===== config.mk =====
export PLATFORM = sky130hd
export DESIGN_NAME = extend_pipe
export DESIGN_NICKNAME = d
export VERILOG_FILES = /design/src/rtl/ext_pkg.sv /design/src/rtl/ext_core.sv /design/src/rtl/extend_pipe.sv
export SDC_FILE = /design/constraint.sdc
export NUM_CORES = 1
export LEC_CHECK = 0
export CAP_MARGIN = 10
export CELL_PAD_IN_SITES_DETAIL_PLACEMENT = 1
export CELL_PAD_IN_SITES_GLOBAL_PLACEMENT = 2
export CORE_AREA = 5 5 118 109
export DETAILED_ROUTE_END_ITERATION = 8
export DIE_AREA = 0 0 123 114
export PLACE_DENSITY = 0.87
export SYNTH_ARGS = -nofsm -noshare
export SYNTH_HDL_FRONTEND = slang
export SYNTH_SLANG_ARGS = --single-unit

===== constraint.sdc =====
create_clock -name clk -period 3 [get_ports clk]
set_input_delay 0.6 -clock clk [delete_from_list [all_inputs] [get_ports clk]]
set_output_delay 0.6 -clock clk [all_outputs]
set_load 0.01 [all_outputs]

===== src/rtl/ext_pkg.sv =====
// Shared encodings for the operand-extension pipeline: field sizes and extension modes.
package ext_pkg;

    typedef enum logic [1:0] {
        SZ_BYTE = 2'b00,
        SZ_HALF = 2'b01,
        SZ_WORD = 2'b10,
        SZ_RSVD = 2'b11
    } size_e;

    typedef enum logic [1:0] {
        MD_ZERO = 2'b00,
        MD_SIGN = 2'b01,
        MD_SHLH = 2'b10,
        MD_SHL2 = 2'b11
    } mode_e;

endpackage


===== src/rtl/ext_core.sv =====
// Combinational field select, zero/sign extension, shift forms and error detection.
// Lane-aligned field extraction is enabled with macro EXT_ALIGN_EN.
module ext_core
    import ext_pkg::*;
#(
    parameter int DATA_W = 32,
    parameter int HALF_W = DATA_W / 2,
    parameter int AL_W   = $clog2(DATA_W / 8)
) (
    input  logic [DATA_W-1:0] data,
    input  logic [1:0]        size,
    input  logic [1:0]        mode,
    input  logic [AL_W-1:0]   addr,
    output logic [DATA_W-1:0] result,
    output logic              err
);

    logic [DATA_W-1:0] src;
    logic [DATA_W-1:0] zext;
    logic [DATA_W-1:0] sext;
    logic              misalign;

`ifdef EXT_ALIGN_EN
    assign src      = data >> {addr, 3'b000};
    assign misalign = ((size == SZ_HALF) && addr[0]) ||
                      ((size == SZ_WORD) && (addr != '0));
`else
    logic unused_addr;
    assign unused_addr = ^addr;
    assign src         = data;
    assign misalign    = 1'b0;
`endif

    always_comb begin
        zext = src;
        sext = src;
        case (size)
            SZ_BYTE: begin
                zext = {{(DATA_W-8){1'b0}}, src[7:0]};
                sext = {{(DATA_W-8){src[7]}}, src[7:0]};
            end
            SZ_HALF: begin
                zext = {{(DATA_W-HALF_W){1'b0}}, src[HALF_W-1:0]};
                sext = {{(DATA_W-HALF_W){src[HALF_W-1]}}, src[HALF_W-1:0]};
            end
            default: ;
        endcase
    end

    // LUI form always takes the raw low half, regardless of size or lane.
    always_comb begin
        result = '0;
        err    = (size == SZ_RSVD) || misalign;
        case (mode)
            MD_ZERO: result = zext;
            MD_SIGN: result = sext;
            MD_SHLH: result = {data[HALF_W-1:0], {HALF_W{1'b0}}};
            default: result = {sext[DATA_W-3:0], 2'b00};
        endcase
        if (err) result = '0;
    end

endmodule


===== src/rtl/extend_pipe.sv =====
// Operand-extension pipeline: valid/ready handshake around a 2-entry in-order FIFO
// holding results computed by ext_core at accept time. Optional macro: EXT_ALIGN_EN.
module extend_pipe
    import ext_pkg::*;
#(
    parameter int DATA_W = 32
) (
    input  logic                            clk,
    input  logic                            reset,
    input  logic                            in_valid,
    output logic                            in_ready,
    input  logic [DATA_W-1:0]               in_data,
    input  logic [1:0]                      in_size,
    input  logic [1:0]                      in_mode,
    input  logic [$clog2(DATA_W/8)-1:0]     in_addr,
    output logic                            out_valid,
    input  logic                            out_ready,
    output logic [DATA_W-1:0]               out_data,
    output logic                            out_err
);

    localparam int HALF_W = DATA_W / 2;
    localparam int AL_W   = $clog2(DATA_W / 8);

    logic [DATA_W-1:0] core_result;
    logic              core_err;
    logic [DATA_W-1:0] mem_data [2];
    logic              mem_err  [2];
    logic              wr_ptr;
    logic              rd_ptr;
    logic [1:0]        count;
    logic              push;
    logic              pop;

    ext_core #(
        .DATA_W (DATA_W),
        .HALF_W (HALF_W),
        .AL_W   (AL_W)
    ) u_core (
        .data   (in_data),
        .size   (in_size),
        .mode   (in_mode),
        .addr   (in_addr),
        .result (core_result),
        .err    (core_err)
    );

    assign in_ready  = (count < 2'd2);
    assign out_valid = (count != 2'd0);
    assign push      = in_valid && in_ready;
    assign pop       = out_valid && out_ready;
    assign out_data  = mem_data[rd_ptr];
    assign out_err   = mem_err[rd_ptr];

    // Storage is cleared on reset so the head reads zero until the first accept.
    always_ff @(posedge clk) begin
        if (reset) begin
            count  <= 2'd0;
            wr_ptr <= 1'b0;
            rd_ptr <= 1'b0;
            for (int i = 0; i < 2; i++) begin
                mem_data[i] <= '0;
                mem_err[i]  <= 1'b0;
            end
        end else begin
            if (push) begin
                mem_data[wr_ptr] <= core_result;
                mem_err[wr_ptr]  <= core_err;
                wr_ptr           <= ~wr_ptr;
            end
            if (pop) begin
                rd_ptr <= ~rd_ptr;
            end
            case ({push, pop})
                2'b10:   count <= count + 2'd1;
                2'b01:   count <= count - 2'd1;
                default: count <= count;
            endcase
        end
    end

endmodule


## Word-level counts from Yosys, hierarchy flattened

Memories as Yosys holds them, arrays and structs flattened. A register that Yosys moved wholly into a read port is not among the register bits.
Cells that the tools add are included.
W data, S select, Z words.

| operators by class | value |
|---|---|
| add/subtract/negate cells | 2 |
| $mul | 0 |
| divide/modulo/power cells | 0 |
| order comparisons | 1 |
| equality and inequality tests | 6 |
| shift-type cells | 0 |
| muxes and demuxes | 20 |
| bitwise operators | 2 |
| reductions and logical operators | 8 |

Operators by type and width:

| cell | count |
|---|---|
| $pmux W32 S2 | 2 |
| $pmux W32 S3 | 1 |
| $mux W32 | 2 |
| $reduce_or A32 Y1 | 1 |
| $mux W1 | 14 |
| $eq A2 B1 Y1 const B | 3 |
| $eq A2 B2 Y1 const B | 3 |
| $logic_not A2 Y1 | 2 |
| $pmux W2 S2 | 1 |
| $reduce_bool A2 Y1 | 2 |
| $add A2 B1 Y2 const B | 1 |
| $logic_and A1 B1 Y1 | 2 |
| $lt A2 B2 Y1 const B | 1 |
| $not A1 Y1 | 2 |
| $sub A2 B1 Y2 const B | 1 |
| $reduce_or A1 Y1 | 1 |

| word-level totals | value |
|---|---|
| register bits after elaboration | 4 |
| bits in latches | 0 |
| RAM bits | 66 |
| memory bits (read-only) | 0 |
| bits of input ports | 42 |
| output and inout bits | 35 |
| memories kept | 2 |

Memory list:

| name | depth | width | rd ports | clocked after memory_dff | write ports | RTL line | text |
|---|---|---|---|---|---|---|---|
| mem_data | 2 | 32 | 1 | 1 | 2 | extend_pipe.sv:27 | `logic [DATA_W-1:0] mem_data [2];` |
| mem_err | 2 | 1 | 1 | 1 | 2 | extend_pipe.sv:28 | `logic mem_err [2];` |

## Logic depth before layout (Yosys ltp)

| logic depth | value |
|---|---|
| depth after elaboration | 7 |
| gate-level depth with buffers | 6 |

## Modules after synthesis

A second synthesis with hierarchy kept.

| second synthesis, totals | value |
|---|---|
| cell total of the unflattened synthesis | 369 |
| area total of the unflattened synthesis | 4171.5 sq um |

By module, submodules not included:

| module | times used | cells an instance | area each (sq um) |
|---|---|---|---|
| extend_pipe | 1 | 209 | 3114.2 |
| ext_core | 1 | 160 | 1057.3 |

## Least setup slack after synthesis

OpenSTA, ideal clock, no wires.

| path | value |
|---|---|
| path kind | input-to-reg |
| from | input in_valid |
| to | memory mem_data[0][0], enable pin |
| setup time | 0.430 ns |
| data arrival time | 2.239 ns |
| path slack | 0.330 ns |
| cell stages on the path | 2 |
| cells stage by stage | nand2b_4 -> o21bai_1 |

RTL lines:

| what | RTL line | text |
|---|---|---|
| start: declaration | extend_pipe.sv:10 | `input logic in_valid,` |
| end: declaration | extend_pipe.sv:27 |  |

==> reports/qor.yml <==
status:
  status: "completed"
worst_setup_path:
  cp.required_ps: 2400
  crit-reg2reg-launch: "count[1]$_SDFFE_PP0P_"
  reg2reg_depth: 3
  crit_path_end_kind: "output pin"
  rrSetupSlack_ps: 1130
  startpoint_type: "flop"
  reg2reg_to: "mem_err[0]$_SDFFCE_PN0P_"
  worstPathArrival_ps: 1980
  worst-path-max-fanout: 33
  crit_type: "reg2out"
floorplan:
  core.rowCount: 38
  fp.dieH_um: 114
  dieArea_um2: 14000
  io_pins: 77
  design.core.area_um2: 11600
  die_x_um: 123
  initial_utilization: 0.315
detailed_routing:
  wl_um: 10300
  dr_total_vias: 2791
  drt_pass1_iterations: 4
  ant_nets: 0
  route.detailed.drc: 0
  via_per_inst: 4.98
  wl_per_cell_um: 18.3
  drt_iter0_drc: 175
grt:
  overflow: 0
  antenna_found_initial: 0
  grt_max_degree: 34
  grt_use_total: 0.154
  grt_pass1_vias: 3111
  grt_pass1_wl_um: 16400
synth:
  synth.top_cell.area_share: 0.540
  synth_edf_count: 66
  synth_top_area_cell: "edfxtp_1"
  synth-async-reset-ratio: 0
  syn_inst: 318
  synth_area_leaders: "edfxtp_1, mux2_2, nor2_1"
  seq_area_frac_synth: 0.567
  synth_nets: 361
  synth_cell_types: 44
  syn_area_per_cell_um2: 11.5
  ys_warn_count: 0
  ys_ff_latch: 71
  ys.flop_type: "edfxtp_1"
  netlist_area_um2: 3670
cts:
  clock_latency_ps: 330
  clock-root-buffer: "clkbuf_16"
  cts_sinks: 71
  post_cts_resized: 0
  cts_max_level: 3
  cts.clk_slew.worst_paths_ps: 50
  ctsLongestPathBuffers: 2
  hold_buffers: 0
  cts_buffers: 9
  postCtsSetupBuffers: 0
  cts_tree: "built"
placed_design:
  portBuffers: 74
  placed_cells: 545
  gp_congestion: 0.811
  dp_hpwl_um: 7440
timing:
  worst_slew_pin_slew_ps: 1090
  rsz0062_at_grt: "false"
  timing.hold.ws_ps: 528
  fin_crit_sh: 0.861
  clock.fmax_ghz: 0.387
  finalSetupViolCount: 0
  hold_viol: 0
  fin_setup_tns_ps: 0
  report.final.slew_viol_count: 0
  slew_headroom: 0.271
  skew_ps: 2.86
  layout_min_cycle_time_ps: 2580
pwr:
  intPower_mw: 2.46
  ir_worst_vdd_uv: 323
  swShare: 0.291
  combPwrFrac: 0.340
  p_leak_nw: 1.77
  seq_power_share: 0.382
  p_clk_frac: 0.278
  power_switching_mw: 1.01
  powerDensity_nw_per_um2: 709
hold_path:
  hold_depth: 2
  worstHoldStart: "rd_ptr$_SDFFE_PP0P_"
  holdCritPathClass: "reg2reg"
finish:
  layout_commonest_cell: "clkdlybuf4s50_1"
  instances_no_fill: 561
  fin_nets: 439
  layout_common_cells: "clkdlybuf4s50_1, edfxtp_1, nor2_1"
  area_delta_synth_final_pct: 33.3
  antennaDiodeCount: 0
  drive_gt1_frac: 0.180
job:
  maxCapViolCount: 0
registers in the layout, summed over array words and instances (netlist names), named ones only:
register and cells:
mem_data 64, count 2, mem_err 2, rd_ptr 1
wr_ptr 1
critical path, cell delays in order, from the launching register on:
cell,delay (ps)
dfxtp_1,300
buf_4,410
mux2_2,430
clkdlybuf4s50_1,490
power groups by stage:
stage	registers, mW	logic, mW	clock network [mW]
final	1.32	1.18	0.962
after global routing	1.34	1.28	1.02
after CTS	1.33	1.21	0.985
after detailed placement	1.35	1.20	0
after global placement	1.34	1.17	0
after floorplan	1.33	0.634	0
through the flow:
| stage | instance area [um^2] | setup WS, ps | util | power [mW] |
|---|---|---|---|---|
| 4_1_cts | 4890 | 394 | 0.420 | 3.52 |
| 6_report | 4890 | 418 | 0.420 | 3.47 |
| 3_5_place_dp | 4630 | 306 | 0.397 | 2.54 |
| 3_3_place_gp | 4630 | 358 | 0.397 | 2.51 |
| 5_1_grt | 4890 | 353 | 0.420 | 3.64 |
| 2_1_floorplan | 3670 | 330 | - | 1.97 |
cell usage after synthesis (2+ instances only):
cell type and instances:
a21oi_1 20, a22o_1 14, a31oi_1 2, and2_1 4, buf_2 10, buf_4 2, clkbuf_1 8, dfxtp_1 5
edfxtp_1 66, inv_1 3, mux2_2 33, nand2_1 13, nand2b_1 3, nand2b_4 2, nor2_1 59, nor2b_1 10
nor3_1 10, nor3_2 4, nor3b_1 2, o21ai_0 6, o22ai_1 14, or3_1 2, or3b_1 2, xnor2_1 3
xor2_1 2
final cells by class:
class	instances	area [um^2]
timing repair buffer	88	858
tap	160	200
inverter	3	11.3
fill	1278	6760
clock inverter	6	36.3
multi-input combinational	223	1480
sequential	71	2080
clock buffer	10	229
kinds of logic (layout without fill, tap and decap cells):
| group | count (synthesis) | count (layout) | share of synthesized area |
|---|---|---|---|
| and+or+nand+nor | 115 | 115 | 0.155 |
| DFF | 71 | 71 | 0.567 |
| AOI/OAI and AO/OA | 67 | 67 | 0.124 |
| muxes | 35 | 35 | 0.107 |
| buffers and inverters | 24 | 107 | 0.0320 |
| xor gates and xnor gates | 5 | 5 | 0.0119 |
| adders and majority gates | 1 | 1 | 0.00341 |
worst max path at each step:
stage                                          endpoint  slack [ps]
after floorplan            mem_data[0][0]$_SDFFCE_PN0P_         330
after global placement    mem_data[0][16]$_SDFFCE_PN0P_         360
after detailed placement  mem_data[0][23]$_SDFFCE_PN0P_         310
after CTS                                  out_data[17]         390
after global routing                       out_data[16]         350
final                                      out_data[17]         420
per-layer routing:
layer / vias to the layer above / share of wire / global-route usage / routed length (um)
met1: 1395 / 0.42 / 0.182 / 4270
met2: 55 / 0.52 / 0.270 / 5340
met5: - / 0 / 0 / 0
li1: 1330 / - / - / -
met3: 11 / 0.053 / 0.0412 / 550
met4: 0 / 0.013 / 0.0487 / 131
Power figures use the tool's default switching activity.
